--- src/rtl/vending_pkg.sv ---
// Shared definitions for the multi-product vending controller: coin values,
// FSM state encoding and helpers for decoding coins and extracting prices.
package vending_pkg;

    // Coin values in units of 5c
    localparam logic [2:0] COIN_VAL_1 = 3'd1;
    localparam logic [2:0] COIN_VAL_2 = 3'd2;
    localparam logic [2:0] COIN_VAL_5 = 3'd5;

    // Upper bounds used to size the generic price-extraction helper
    localparam int MAX_ITEMS    = 16;
    localparam int MAX_CREDIT_W = 32;
    localparam int PRICE_VEC_W  = MAX_ITEMS * MAX_CREDIT_W;

    typedef enum logic [1:0] {
        IDLE,
        CREDIT,
        VEND,
        CHANGE
    } state_t;

    // Unit value of a coin strobe; 0 when the strobe is not one-hot
    function automatic logic [2:0] coin_value(input logic [2:0] coin);
        case (coin)
            3'b001:  return COIN_VAL_1;
            3'b010:  return COIN_VAL_2;
            3'b100:  return COIN_VAL_5;
            default: return 3'd0;
        endcase
    endfunction

    // Price of slot idx from a packed price vector with credit_w bits per slot
    function automatic logic [MAX_CREDIT_W-1:0] price_at(
        input logic [PRICE_VEC_W-1:0] prices,
        input int unsigned            idx,
        input int unsigned            credit_w
    );
        logic [PRICE_VEC_W-1:0]  shifted;
        logic [MAX_CREDIT_W-1:0] mask;
        shifted = prices >> (idx * credit_w);
        mask    = (MAX_CREDIT_W'(1) << credit_w) - MAX_CREDIT_W'(1);
        return shifted[MAX_CREDIT_W-1:0] & mask;
    endfunction

endpackage

--- src/rtl/vending_machine_multi_if.sv ---
// Front-end bus of the vending controller: coin/keypad requests in,
// dispenser, change and status signals out. Parameters must match the
// controller instance attached to the slave modport.
interface vending_machine_multi_if #(
    parameter int NUM_ITEMS = 4,
    parameter int SEL_W     = 2,
    parameter int CREDIT_W  = 8
);
    logic [2:0]           coin;
    logic                 sel_valid;
    logic [SEL_W-1:0]     selection;
    logic                 cancel;
    logic                 restock;
    logic [NUM_ITEMS-1:0] dispense;
    logic                 change_valid;
    logic [CREDIT_W-1:0]  change;
    logic [CREDIT_W-1:0]  credit;
    logic [NUM_ITEMS-1:0] sold_out;
    logic                 coin_reject;
    logic                 sel_error;

    // Front end: drives requests, observes controller outputs
    modport master (
        output coin, sel_valid, selection, cancel, restock,
        input  dispense, change_valid, change, credit, sold_out,
               coin_reject, sel_error
    );

    // Controller side
    modport slave (
        input  coin, sel_valid, selection, cancel, restock,
        output dispense, change_valid, change, credit, sold_out,
               coin_reject, sel_error
    );
endinterface

--- src/rtl/vend_stock_counter.sv ---
// Per-slot stock counter: loads INIT_STOCK on reset or restock, decrements
// on a vend and never wraps below zero.
module vend_stock_counter #(
    parameter int STOCK_W    = 4,
    parameter int INIT_STOCK = 5
) (
    input  logic clk,
    input  logic reset,
    input  logic load,
    input  logic dec,
    output logic empty
);
    logic [STOCK_W-1:0] count;

    // Stock register: reload has priority over a same-cycle decrement
    always_ff @(posedge clk or negedge reset) begin
        if (!reset) begin
            count <= STOCK_W'(INIT_STOCK);
        end else if (load) begin
            count <= STOCK_W'(INIT_STOCK);
        end else if (dec && (count != '0)) begin
            count <= count - STOCK_W'(1);
        end
    end

    assign empty = (count == '0);
endmodule

--- src/rtl/vending_machine_multi.sv ---
// Multi-product vending controller: accumulates coin credit, vends the
// selected slot when credit and stock allow, refunds the balance as change
// and reports sold-out slots. All outputs are registered.
module vending_machine_multi
    import vending_pkg::*;
#(
    parameter int                          NUM_ITEMS  = 4,
    parameter int                          SEL_W      = 2,
    parameter int                          CREDIT_W   = 8,
    parameter logic [NUM_ITEMS*CREDIT_W-1:0] PRICES   = {8'd5, 8'd4, 8'd3, 8'd2},
    parameter int                          STOCK_W    = 4,
    parameter int                          INIT_STOCK = 5
) (
    input logic                    clk,
    input logic                    reset,
    vending_machine_multi_if.slave bus
);
    localparam int SLOTS_P2 = 1 << SEL_W;

    state_t               state_q, state_d;
    logic [CREDIT_W-1:0]  credit_q, credit_d;
    logic [CREDIT_W-1:0]  change_q, change_d;
    logic                 change_valid_q, change_valid_d;
    logic [NUM_ITEMS-1:0] dispense_q, dispense_d;
    logic                 coin_reject_q, coin_reject_d;
    logic                 sel_error_q, sel_error_d;

    logic [NUM_ITEMS-1:0] sold_out;
    logic [SLOTS_P2-1:0]  sold_out_pad;
    logic [NUM_ITEMS-1:0] dec_vec;
    logic                 load_stock;

    logic [2:0]           coin_val;
    logic                 coin_present;
    logic [CREDIT_W:0]    coin_sum;
    logic                 coin_ok;
    logic [CREDIT_W-1:0]  credit_add;
    logic [CREDIT_W-1:0]  price_sel;
    logic                 sel_in_range;
    logic                 sel_ok;
    logic                 accept_sel;

    // Coin decode and overflow check against the current credit
    always_comb begin
        coin_val     = coin_value(bus.coin);
        coin_present = |bus.coin;
        coin_sum     = {1'b0, credit_q} + (CREDIT_W+1)'(coin_val);
        coin_ok      = (coin_val != 3'd0) && !coin_sum[CREDIT_W];
        credit_add   = coin_ok ? coin_sum[CREDIT_W-1:0] : credit_q;
    end

    // Price mux and selection qualification (range, stock, credit)
    always_comb begin
        sold_out_pad = SLOTS_P2'(sold_out);
        price_sel    = CREDIT_W'(price_at(PRICE_VEC_W'(PRICES), 32'(bus.selection), CREDIT_W));
        sel_in_range = {1'b0, bus.selection} < (SEL_W+1)'(NUM_ITEMS);
        sel_ok       = sel_in_range && !sold_out_pad[bus.selection] && (credit_q >= price_sel);
    end

    // Next-state and next-output logic
    always_comb begin
        // NOTE: every signal assigned here gets a default first, so no path leaves one unassigned and no latch is inferred.
        state_d        = state_q;
        credit_d       = credit_q;
        change_d       = '0;
        change_valid_d = 1'b0;
        dispense_d     = '0;
        coin_reject_d  = 1'b0;
        sel_error_d    = 1'b0;
        accept_sel     = 1'b0;

        case (state_q)
            IDLE, CREDIT: begin
                coin_reject_d = coin_present && !coin_ok;
                if (bus.cancel && (state_q == CREDIT)) begin
                    change_d       = credit_add;
                    change_valid_d = 1'b1;
                    credit_d       = '0;
                    state_d        = CHANGE;
                end else if (bus.sel_valid && sel_ok) begin
                    accept_sel = 1'b1;
                    dispense_d = NUM_ITEMS'(1) << bus.selection;
                    credit_d   = credit_add - price_sel;
                    state_d    = VEND;
                end else begin
                    sel_error_d = bus.sel_valid;
                    credit_d    = credit_add;
                    state_d     = (credit_add != '0) ? CREDIT : IDLE;
                end
            end
            VEND: begin
                coin_reject_d = coin_present;
                if (credit_q != '0) begin
                    change_d       = credit_q;
                    change_valid_d = 1'b1;
                    credit_d       = '0;
                    state_d        = CHANGE;
                end else begin
                    state_d = IDLE;
                end
            end
            CHANGE: begin
                coin_reject_d = coin_present;
                state_d       = IDLE;
            end
            default: state_d = IDLE;
        endcase
    end

    // State and output registers; reset drops credit without a refund
    always_ff @(posedge clk or negedge reset) begin
        // NOTE: sequential state uses non-blocking assignments so every register samples pre-edge values.
        if (!reset) begin
            state_q        <= IDLE;
            credit_q       <= '0;
            change_q       <= '0;
            change_valid_q <= 1'b0;
            dispense_q     <= '0;
            coin_reject_q  <= 1'b0;
            sel_error_q    <= 1'b0;
        end else begin
            state_q        <= state_d;
            credit_q       <= credit_d;
            change_q       <= change_d;
            change_valid_q <= change_valid_d;
            dispense_q     <= dispense_d;
            coin_reject_q  <= coin_reject_d;
            sel_error_q    <= sel_error_d;
        end
    end

    assign load_stock = bus.restock && (state_q == IDLE);
    assign dec_vec    = accept_sel ? (NUM_ITEMS'(1) << bus.selection) : '0;

    // One stock counter per product slot
    for (genvar i = 0; i < NUM_ITEMS; i++) begin : g_slot
        vend_stock_counter #(
            .STOCK_W    (STOCK_W),
            .INIT_STOCK (INIT_STOCK)
        ) u_stock (
            .clk   (clk),
            .reset (reset),
            .load  (load_stock),
            .dec   (dec_vec[i]),
            .empty (sold_out[i])
        );
    end

    assign bus.dispense     = dispense_q;
    assign bus.change_valid = change_valid_q;
    assign bus.change       = change_q;
    assign bus.credit       = credit_q;
    assign bus.sold_out     = sold_out;
    assign bus.coin_reject  = coin_reject_q;
    assign bus.sel_error    = sel_error_q;
endmodule

--- src/flat_wrapper.sv ---
// flat-port wrapper written by rule: the top's interface ports become plain ports
module vending_machine_multi_flat import vending_pkg::*;
#(
    parameter int                          NUM_ITEMS  = 4,
    parameter int                          SEL_W      = 2,
    parameter int                          CREDIT_W   = 8,
    parameter logic [NUM_ITEMS*CREDIT_W-1:0] PRICES   = {8'd5, 8'd4, 8'd3, 8'd2},
    parameter int                          STOCK_W    = 4,
    parameter int                          INIT_STOCK = 5
)
  (clk, reset, bus_coin, bus_sel_valid, bus_selection, bus_cancel, bus_restock, bus_dispense, bus_change_valid, bus_change, bus_credit, bus_sold_out, bus_coin_reject, bus_sel_error);
  vending_machine_multi_if #(.NUM_ITEMS(NUM_ITEMS), .SEL_W(SEL_W), .CREDIT_W(CREDIT_W)) bus_i ();
  input logic clk;
  input logic reset;
  input wire logic [$bits(bus_i.coin)-1:0] bus_coin;
  input wire logic [$bits(bus_i.sel_valid)-1:0] bus_sel_valid;
  input wire logic [$bits(bus_i.selection)-1:0] bus_selection;
  input wire logic [$bits(bus_i.cancel)-1:0] bus_cancel;
  input wire logic [$bits(bus_i.restock)-1:0] bus_restock;
  output wire logic [$bits(bus_i.dispense)-1:0] bus_dispense;
  output wire logic [$bits(bus_i.change_valid)-1:0] bus_change_valid;
  output wire logic [$bits(bus_i.change)-1:0] bus_change;
  output wire logic [$bits(bus_i.credit)-1:0] bus_credit;
  output wire logic [$bits(bus_i.sold_out)-1:0] bus_sold_out;
  output wire logic [$bits(bus_i.coin_reject)-1:0] bus_coin_reject;
  output wire logic [$bits(bus_i.sel_error)-1:0] bus_sel_error;
  assign bus_i.coin = bus_coin;
  assign bus_i.sel_valid = bus_sel_valid;
  assign bus_i.selection = bus_selection;
  assign bus_i.cancel = bus_cancel;
  assign bus_i.restock = bus_restock;
  assign bus_dispense = bus_i.dispense;
  assign bus_change_valid = bus_i.change_valid;
  assign bus_change = bus_i.change;
  assign bus_credit = bus_i.credit;
  assign bus_sold_out = bus_i.sold_out;
  assign bus_coin_reject = bus_i.coin_reject;
  assign bus_sel_error = bus_i.sel_error;
  vending_machine_multi #(.NUM_ITEMS(NUM_ITEMS), .SEL_W(SEL_W), .CREDIT_W(CREDIT_W), .PRICES(PRICES), .STOCK_W(STOCK_W), .INIT_STOCK(INIT_STOCK)) u_core (.clk(clk), .reset(reset), .bus(bus_i));
endmodule
--- config.mk ---
export PLATFORM = sky130hd
export DESIGN_NAME = vending_machine_multi_flat
export DESIGN_NICKNAME = d
export VERILOG_FILES = /design/src/rtl/vending_pkg.sv /design/src/rtl/vending_machine_multi_if.sv /design/src/rtl/vend_stock_counter.sv /design/src/rtl/vending_machine_multi.sv /design/src/flat_wrapper.sv
export SDC_FILE = /design/constraint.sdc
export NUM_CORES = 1
export LEC_CHECK = 0
export CELL_PAD_IN_SITES_DETAIL_PLACEMENT = 1
export CELL_PAD_IN_SITES_GLOBAL_PLACEMENT = 2
export CORE_MARGIN = 5
export CORE_UTILIZATION = 34
export DETAILED_ROUTE_END_ITERATION = 12
export GPL_TIMING_DRIVEN = 0
export MAX_ROUTING_LAYER = met4
export PLACE_DENSITY = 0.86
export SLEW_MARGIN = 25
export SYNTH_ARGS = -nofsm -noshare
export SYNTH_HDL_FRONTEND = slang
export SYNTH_SLANG_ARGS = --single-unit
--- constraint.sdc ---
create_clock -name clk -period 4.43 [get_ports clk]
set_input_delay 0.6645 -clock clk [delete_from_list [all_inputs] [get_ports clk]]
set_output_delay 0.6645 -clock clk [all_outputs]
set_load 0.005 [all_outputs]
==> results of run 1 <==
==> layer usage <==
layer | global-route usage | wire (µm) | vias to the layer above
met5 | - | 0 | -
met4 | 0.0447 | 80 | 0
met3 | 0.0215 | 201 | 5
met2 | 0.224 | 3200 | 38
met1 | 0.192 | 3240 | 1063
li1 | - | - | 1028
==> state kept, by name, summed over array words and instances, names as in the netlist <==
| signal | count |
|---|---|
| u_core.bus.dispense | 4 |
| u_core.bus.change | 8 |
| u_core.bus.credit | 8 |
| u_core.bus.coin_reject | 1 |
| u_core.state_q | 2 |
| u_core.bus.change_valid | 1 |
| u_core.bus.sel_error | 1 |
| u_core.g_slot.u_stock.count | 16 |
==> stage by stage <==
stage	total power [mW]	setup WS, ps	util	cells
after global routing	1.82	17.3	0.446	413
final	1.70	160	0.446	413
after global placement	1.37	-691	0.419	401
after CTS	1.71	17.4	0.442	411
after detailed placement	1.40	-760	0.421	402
after floorplan	1.09	278	-	267
==> timing repair <==
item | CTS | global route
buffers inserted | 1 | 2
gates resized for setup | 11 | 4
endpoints found under the hold margin | 0 | 0
hold buffers | 0 | 0
setup endpoints to repair | 6 | 5
pin swaps | 1 | 1
==> worst paths after layout <==
check                      depth (start not counted)                                 to
max                                               14               u_core.bus.credit[6]
min                                                1             u_core.bus.dispense[0]
max reg2reg                                       14               u_core.bus.credit[6]
min reg2reg                                        2  u_core.g_slot[1].u_stock.count[3]
max in group asynchronous                          2  u_core.g_slot[1].u_stock.count[0]
min in group clk                                   2  u_core.g_slot[1].u_stock.count[3]
==> worst max-delay path: stages <==
cell,delay [ps]
sky130_fd_sc_hd__clkdlybuf4s50_1,510
sky130_fd_sc_hd__or3b_2,550
sky130_fd_sc_hd__fa_2,420
sky130_fd_sc_hd__nor2b_4,180
sky130_fd_sc_hd__o2111ai_2,190
sky130_fd_sc_hd__nand2_2,230
sky130_fd_sc_hd__mux2i_4,300
sky130_fd_sc_hd__ha_1,180
sky130_fd_sc_hd__inv_1,50
sky130_fd_sc_hd__fa_1,410
sky130_fd_sc_hd__a21boi_2,200
sky130_fd_sc_hd__nand4b_1,170
sky130_fd_sc_hd__xor2_1,180
sky130_fd_sc_hd__a22o_1,210
==> where the power goes <==
part / leakage (nW) / internal, mW / switching, mW / total [mW]
Combinational: 0.809 / 0.389 / 0.452 / 0.841
Sequential: 0.528 / 0.492 / 0.0922 / 0.584
Clock: 0.0542 / 0.141 / 0.134 / 0.275
==> kinds of logic (layout without fill, tap and decap cells) <==
| logic type | after synthesis | in the layout | synth area share |
|---|---|---|---|
| DFF | 41 | 41 | 0.399 |
| muxes | 13 | 13 | 0.0515 |
| xor gates and xnor gates | 17 | 17 | 0.0573 |
| adders and majority gates | 17 | 17 | 0.0867 |
| and+or+nand+nor | 101 | 101 | 0.223 |
| buffers and inverters | 28 | 75 | 0.0481 |
| AOI/OAI and AO/OA | 50 | 50 | 0.135 |
==> layout make-up <==
type,instances,share of cell area
clock buffers,7,0.0295
multi-input cells,198,0.456
inverters,16,0.0184
well taps,99,0.0379
clock inverters,1,0.00153
plain buffers,12,0.0199
flip-flops and latches,41,0.317
repair buffers,39,0.119
==> cells in the mapped netlist, types with 3 or more instances <==
master and n:
sky130_fd_sc_hd__buf_4 4, sky130_fd_sc_hd__xor2_1 7, sky130_fd_sc_hd__dfrtp_1 33, sky130_fd_sc_hd__buf_2 4, sky130_fd_sc_hd__inv_1 16, sky130_fd_sc_hd__a22o_1 8, sky130_fd_sc_hd__nor2b_1 4, sky130_fd_sc_hd__xnor2_1 10
sky130_fd_sc_hd__mux2i_1 10, sky130_fd_sc_hd__dfstp_2 8, sky130_fd_sc_hd__o21ai_0 13, sky130_fd_sc_hd__nand2_1 28, sky130_fd_sc_hd__nand2b_1 4, sky130_fd_sc_hd__nor2_1 15, sky130_fd_sc_hd__or2_2 4, sky130_fd_sc_hd__and3_1 5
sky130_fd_sc_hd__nor3b_1 6, sky130_fd_sc_hd__nor3_1 8, sky130_fd_sc_hd__nor4_2 4, sky130_fd_sc_hd__ha_1 14, sky130_fd_sc_hd__a21oi_1 6, sky130_fd_sc_hd__clkbuf_1 3, sky130_fd_sc_hd__nand3_1 5, sky130_fd_sc_hd__o21ai_1 4
==> impl_metrics.csv, run 1 <==
group,metric,value,unit
finish,diodes,0,
power_and_ir_drop,leakagePower,1.39,nW
worst_setup_path,timing.critical_path.required,4620,ps
drt,drtPass1Iterations,4,
worst_setup_path,critical_path.reg2reg.startpoint,"u_core.bus.credit[0]",
worst_setup_path,critical_path.startpoint_type,"primary input",
drt,detail_route.drc_violations,0,
sta,timing_hold_violations_final,0,
sta,final.period_utilization,0.964,
drt,vias_per_cell,5.17,
finish,fraction_of_final_layout_cells_with_drive_strength_greater_than_1,0.182,
finish,seq_area,0.00104,mm²
grt,global_route.overflow_total,0,
place,io_buffer_count,35,
synth,yosysWarningCount,0,
finish,design.final.nets,339,
sta,slew_headroom,0.381,
clock_tree,max-clock-path-buffers,2,
worst_setup_path,timing.critical_path.to_type,"register",
clock_tree,clock-sinks,41,
drt,drt-total-wl,6.72,mm
clock_tree,tritoncts,"yes",
synth,synth-async-reset-ratio,1.00,
synth,synth_top_cell_area_share,0.318,
synth,postSynth.topFlopCell,"sky130_fd_sc_hd__dfrtp_1",
grt,number_of_global_route_vias_before_repair,2195,
finish,fill_cells,851,
grt,grt_max_degree,28,
worst_setup_path,timing.critical_path.arrival,4460,ps
place,gp_congestion,0.833,
outcome,run_status,"finished, final reports clean",
synth,syn_nets,293,
worst_setup_path,regToRegSetupSlack,770,ps
synth,synth_enable_flop_cells,0,
die,core.rowCount,31,
die,die_h,97.4,µm
place,area_after_dpl,0.00309,mm²
sta,timing.setup.tns,0,ps
worst_setup_path,worstSetupPathType,"in -> reg",
sta,final-setup-viol-count,0,
synth,synth.lib_cells_used.distinct,58,
worst_setup_path,timing.critical_path.fanout_max,7,
sta,finalMaxSlewViolations,0,
worst_setup_path,critical_path.startpoint,"bus_coin[0]",
run,cap_viol_max_count,0,
synth,netlist_top_cells_area,"sky130_fd_sc_hd__dfrtp_1 (32%), sky130_fd_sc_hd__dfstp_2 (8.1%), sky130_fd_sc_hd__ha_1 (6.7%)",
synth,synthCells,267,
die,die-area,0.00949,mm²
finish,area_delta_synth_final,25.8,%
sta,fmaxAchievable,234,MHz
synth,post_synth.cell_area_avg,9.73,µm²
drt,via_count,2134,
synth,post-synth-top-area-cell,"sky130_fd_sc_hd__dfrtp_1",
synth,synth_area,0.00260,mm²
clock_tree,root_buffer,"sky130_fd_sc_hd__clkbuf_8",
grt,global_route.usage.total,0.143,
synth,ys_ff_latch,41,
drt,iteration_0_drc_markers,44,
power_and_ir_drop,power.ir.vdd_worst,0.130,mV
synth,seq_total_area_yosys,0.399,
hold_path,hp-class,"in -> async",
sta,final.hold.worst_slack,272,ps
place,dpl.hpwl,5.08,mm
clock_tree,worst_setup_hold_path_clk_slew,80,ps
sta,rsz_0062_raised_after_global_routing,"false",
grt,grt_pass1_wl,11.0,mm
die,effective_utilization_at_floorplan,0.354,
clock_tree,cts_htree_levels,2,
die,coreArea,0.00733,mm²
sta,worst_pin_slew,902,ps
finish,multi_input_gate_area,0.00149,mm²
clock_tree,worstSkewPairLatency,290,ps
drt,drt.antenna.violating_nets,0,
power_and_ir_drop,power_per_cell_area,520,mW/mm²
die,fp.dieW,97.4,µm
grt,antenna_found_initial,0,
clock_tree,numCtsBuffers,5,
finish,finish.instance_area,0.00327,mm²
die,num_io_pins,37,
drt,route.detailed.wl_per_inst,16.3,µm
finish,most_used_cells_in_the_layout_excluding_fill_and_tap_cells,"sky130_fd_sc_hd__clkdlybuf4s50_1 (33), sky130_fd_sc_hd__dfrtp_1 (33), sky130_fd_sc_hd__nand2_1 (27)",
sta,fin_skew,7.32,ps
sta,final_period_minus_worst_setup_slack,4270,ps
(Power assumes the default switching activity.)
==> run 2, diff against run 1 <==
CAP_MARGIN = 40   (was default)
PLACE_DENSITY = default   (was 0.86)
PLACE_DENSITY_LB_ADDON = 0.1   (was default)
==> impl_metrics.csv, run 2 (synthesis results as in run 1) <==
group,metric,value,unit
drt,iteration_0_drc_markers,54,
clock_tree,cts_htree_levels,2,
grt,grt_max_degree,26,
clock_tree,clock-sinks,41,
place,area_after_dpl,0.00309,mm²
drt,via_count,2168,
worst_setup_path,regToRegSetupSlack,720,ps
sta,finalMaxSlewViolations,0,
power_and_ir_drop,power.ir.vdd_worst,0.158,mV
worst_setup_path,cp_slowest_cell,"sky130_fd_sc_hd__or3b_2",
die,num_io_pins,37,
drt,drt-total-wl,7.01,mm
sta,final.period_utilization,0.932,
clock_tree,root_buffer,"sky130_fd_sc_hd__clkbuf_8",
run,cap_viol_max_count,0,
worst_setup_path,cp_cell_sequence,"dlygate4sd2_1 -> or3b_2 -> fa_1 -> nor2b_4 -> o2111ai_2 -> nand2_2 -> buf_4 -> mux2i_2 -> inv_1 -> ha_1 -> o21ai_0 -> nand2_1 -> nor3_4 -> nand3_1 -> xor2_1 -> a22o_1",
drt,route.detailed.wl_per_inst,16.8,µm
grt,number_of_global_route_vias_before_repair,2231,
worst_setup_path,timing.critical_path.fanout_max,7,
hold_path,hp-class,"in -> async",
worst_setup_path,timing.critical_path.required,4610,ps
die,die_h,97.4,µm
sta,fin_skew,6.47,ps
finish,largest_register_ffs,16,
sta,final_period_minus_worst_setup_slack,4130,ps
sta,final.hold.worst_slack,303,ps
finish,diodes,0,
outcome,run_status,"finished, final reports clean",
place,io_buffer_count,35,
sta,worst_pin_slew,711,ps
clock_tree,postCtsHoldBufs,0,
grt,antenna_found_initial,0,
finish,final_common_cell,"sky130_fd_sc_hd__dfrtp_1",
sta,fmaxAchievable,242,MHz
worst_setup_path,critical_path.startpoint_type,"primary input",
finish,finish.instance_area,0.00330,mm²
drt,drtPass1Iterations,4,
finish,fraction_of_final_layout_cells_with_drive_strength_greater_than_1,0.183,
finish,fill_cells,835,
drt,drt.antenna.violating_nets,0,
die,coreArea,0.00733,mm²
finish,stdcell_count,416,
drt,vias_per_cell,5.21,
clock_tree,worstSkewPairLatency,290,ps
sta,timing_hold_violations_final,0,
clock_tree,numCtsBuffers,5,
worst_setup_path,timing.critical_path.arrival,4310,ps
power_and_ir_drop,leakagePower,1.41,nW
worst_setup_path,timing.critical_path.to_type,"register",
place,gp_congestion,0.814,
place,dpl.hpwl,5.16,mm
clock_tree,tritoncts,"yes",
sta,final-setup-viol-count,0,
place,place_inst,402,
grt,global_route.usage.total,0.152,
finish,most_used_cells_in_the_layout_excluding_fill_and_tap_cells,"sky130_fd_sc_hd__dfrtp_1 (33), sky130_fd_sc_hd__clkdlybuf4s50_1 (32), sky130_fd_sc_hd__nand2_1 (27)",
die,die-area,0.00949,mm²
finish,top_register,"u_core.g_slot.u_stock.count",
die,fp.dieW,97.4,µm
clock_tree,max-clock-path-buffers,2,
worst_setup_path,critical_path.max_stage_delay,520,ps
sta,slew_headroom,0.522,
finish,design.final.nets,342,
worst_setup_path,worstSetupPathType,"in -> reg",
power_and_ir_drop,power_per_cell_area,531,mW/mm²
die,core.rowCount,31,
sta,rsz_0062_raised_after_global_routing,"false",
finish,area_delta_synth_final,26.9,%
clock_tree,worst_setup_hold_path_clk_slew,80,ps
die,effective_utilization_at_floorplan,0.354,
grt,global_route.overflow_total,0,
drt,detail_route.drc_violations,0,
grt,grt_pass1_wl,11.4,mm
## run 2: per-layer routing
metal | track usage | up-vias | share of wire
met2 | 0.270 | 30 | 0.52
met4 | 0.0394 | 0 | 0.014
li1 | - | 1033 | -
met1 | 0.181 | 1098 | 0.45
met3 | 0.0208 | 7 | 0.023
met5 | - | - | 0
## run 2: path summary, 6_finish.rpt
| kind | cells past startpoint | to | from |
|---|---|---|---|
| hold / removal | 1 | u_core.bus.credit[6] | reset |
| setup reg to reg | 16 | u_core.bus.credit[7] | u_core.bus.credit[0] |
| max in group asynchronous | 2 | u_core.g_slot[3].u_stock.count[0] | reset |
| setup / recovery | 16 | u_core.bus.credit[7] | bus_coin[1] |
| min in group clk | 2 | u_core.g_slot[0].u_stock.count[3] | u_core.g_slot[0].u_stock.count[3] |
| hold reg to reg | 2 | u_core.g_slot[0].u_stock.count[3] | u_core.g_slot[0].u_stock.count[3] |
## run 2: worst max-delay path: cells and delay by family
family	cells	cell delay, ps
compound gates	3	460
xor+xnor	1	160
buf+inv	3	550
fa+ha+maj	2	820
simple gates	6	1370
mux	1	260
## run 2: per-stage QoR
stage	power (mW)	setup TNS [ps]	utilization	setup WS, ps
after floorplan	1.09	0	-	278
after global placement	1.38	-3920	0.419	-760
after detailed placement	1.41	-4200	0.421	-785
after CTS	1.76	0	0.446	29.4
after global routing	1.88	0	0.450	113
final	1.75	0	0.450	301
## run 2: final cells by class
class	count	area, µm²	area share
Multi-Input combinational cell	198	1490	0.450
Sequential cell	41	1040	0.314
Timing Repair Buffer	42	407	0.123
Tap cell	99	124	0.0376
Clock buffer	6	82.6	0.0250
Buffer	12	65.1	0.0197
Inverter	16	60.1	0.0182
Clock inverter	2	37.5	0.0114
## run 2: timing repair
| item | in CTS | in global routing |
|---|---|---|
| pin swaps | 1 | 0 |
| endpoints found under the setup margin | 6 | 4 |
| resized for setup | 12 | 2 |
| buffers inserted | 3 | 1 |
## run 2: power by group
part / switching, mW / internal [mW]
clock network: 0.138 / 0.183
registers: 0.0935 / 0.492
logic: 0.454 / 0.390
total: 0.685 / 1.07
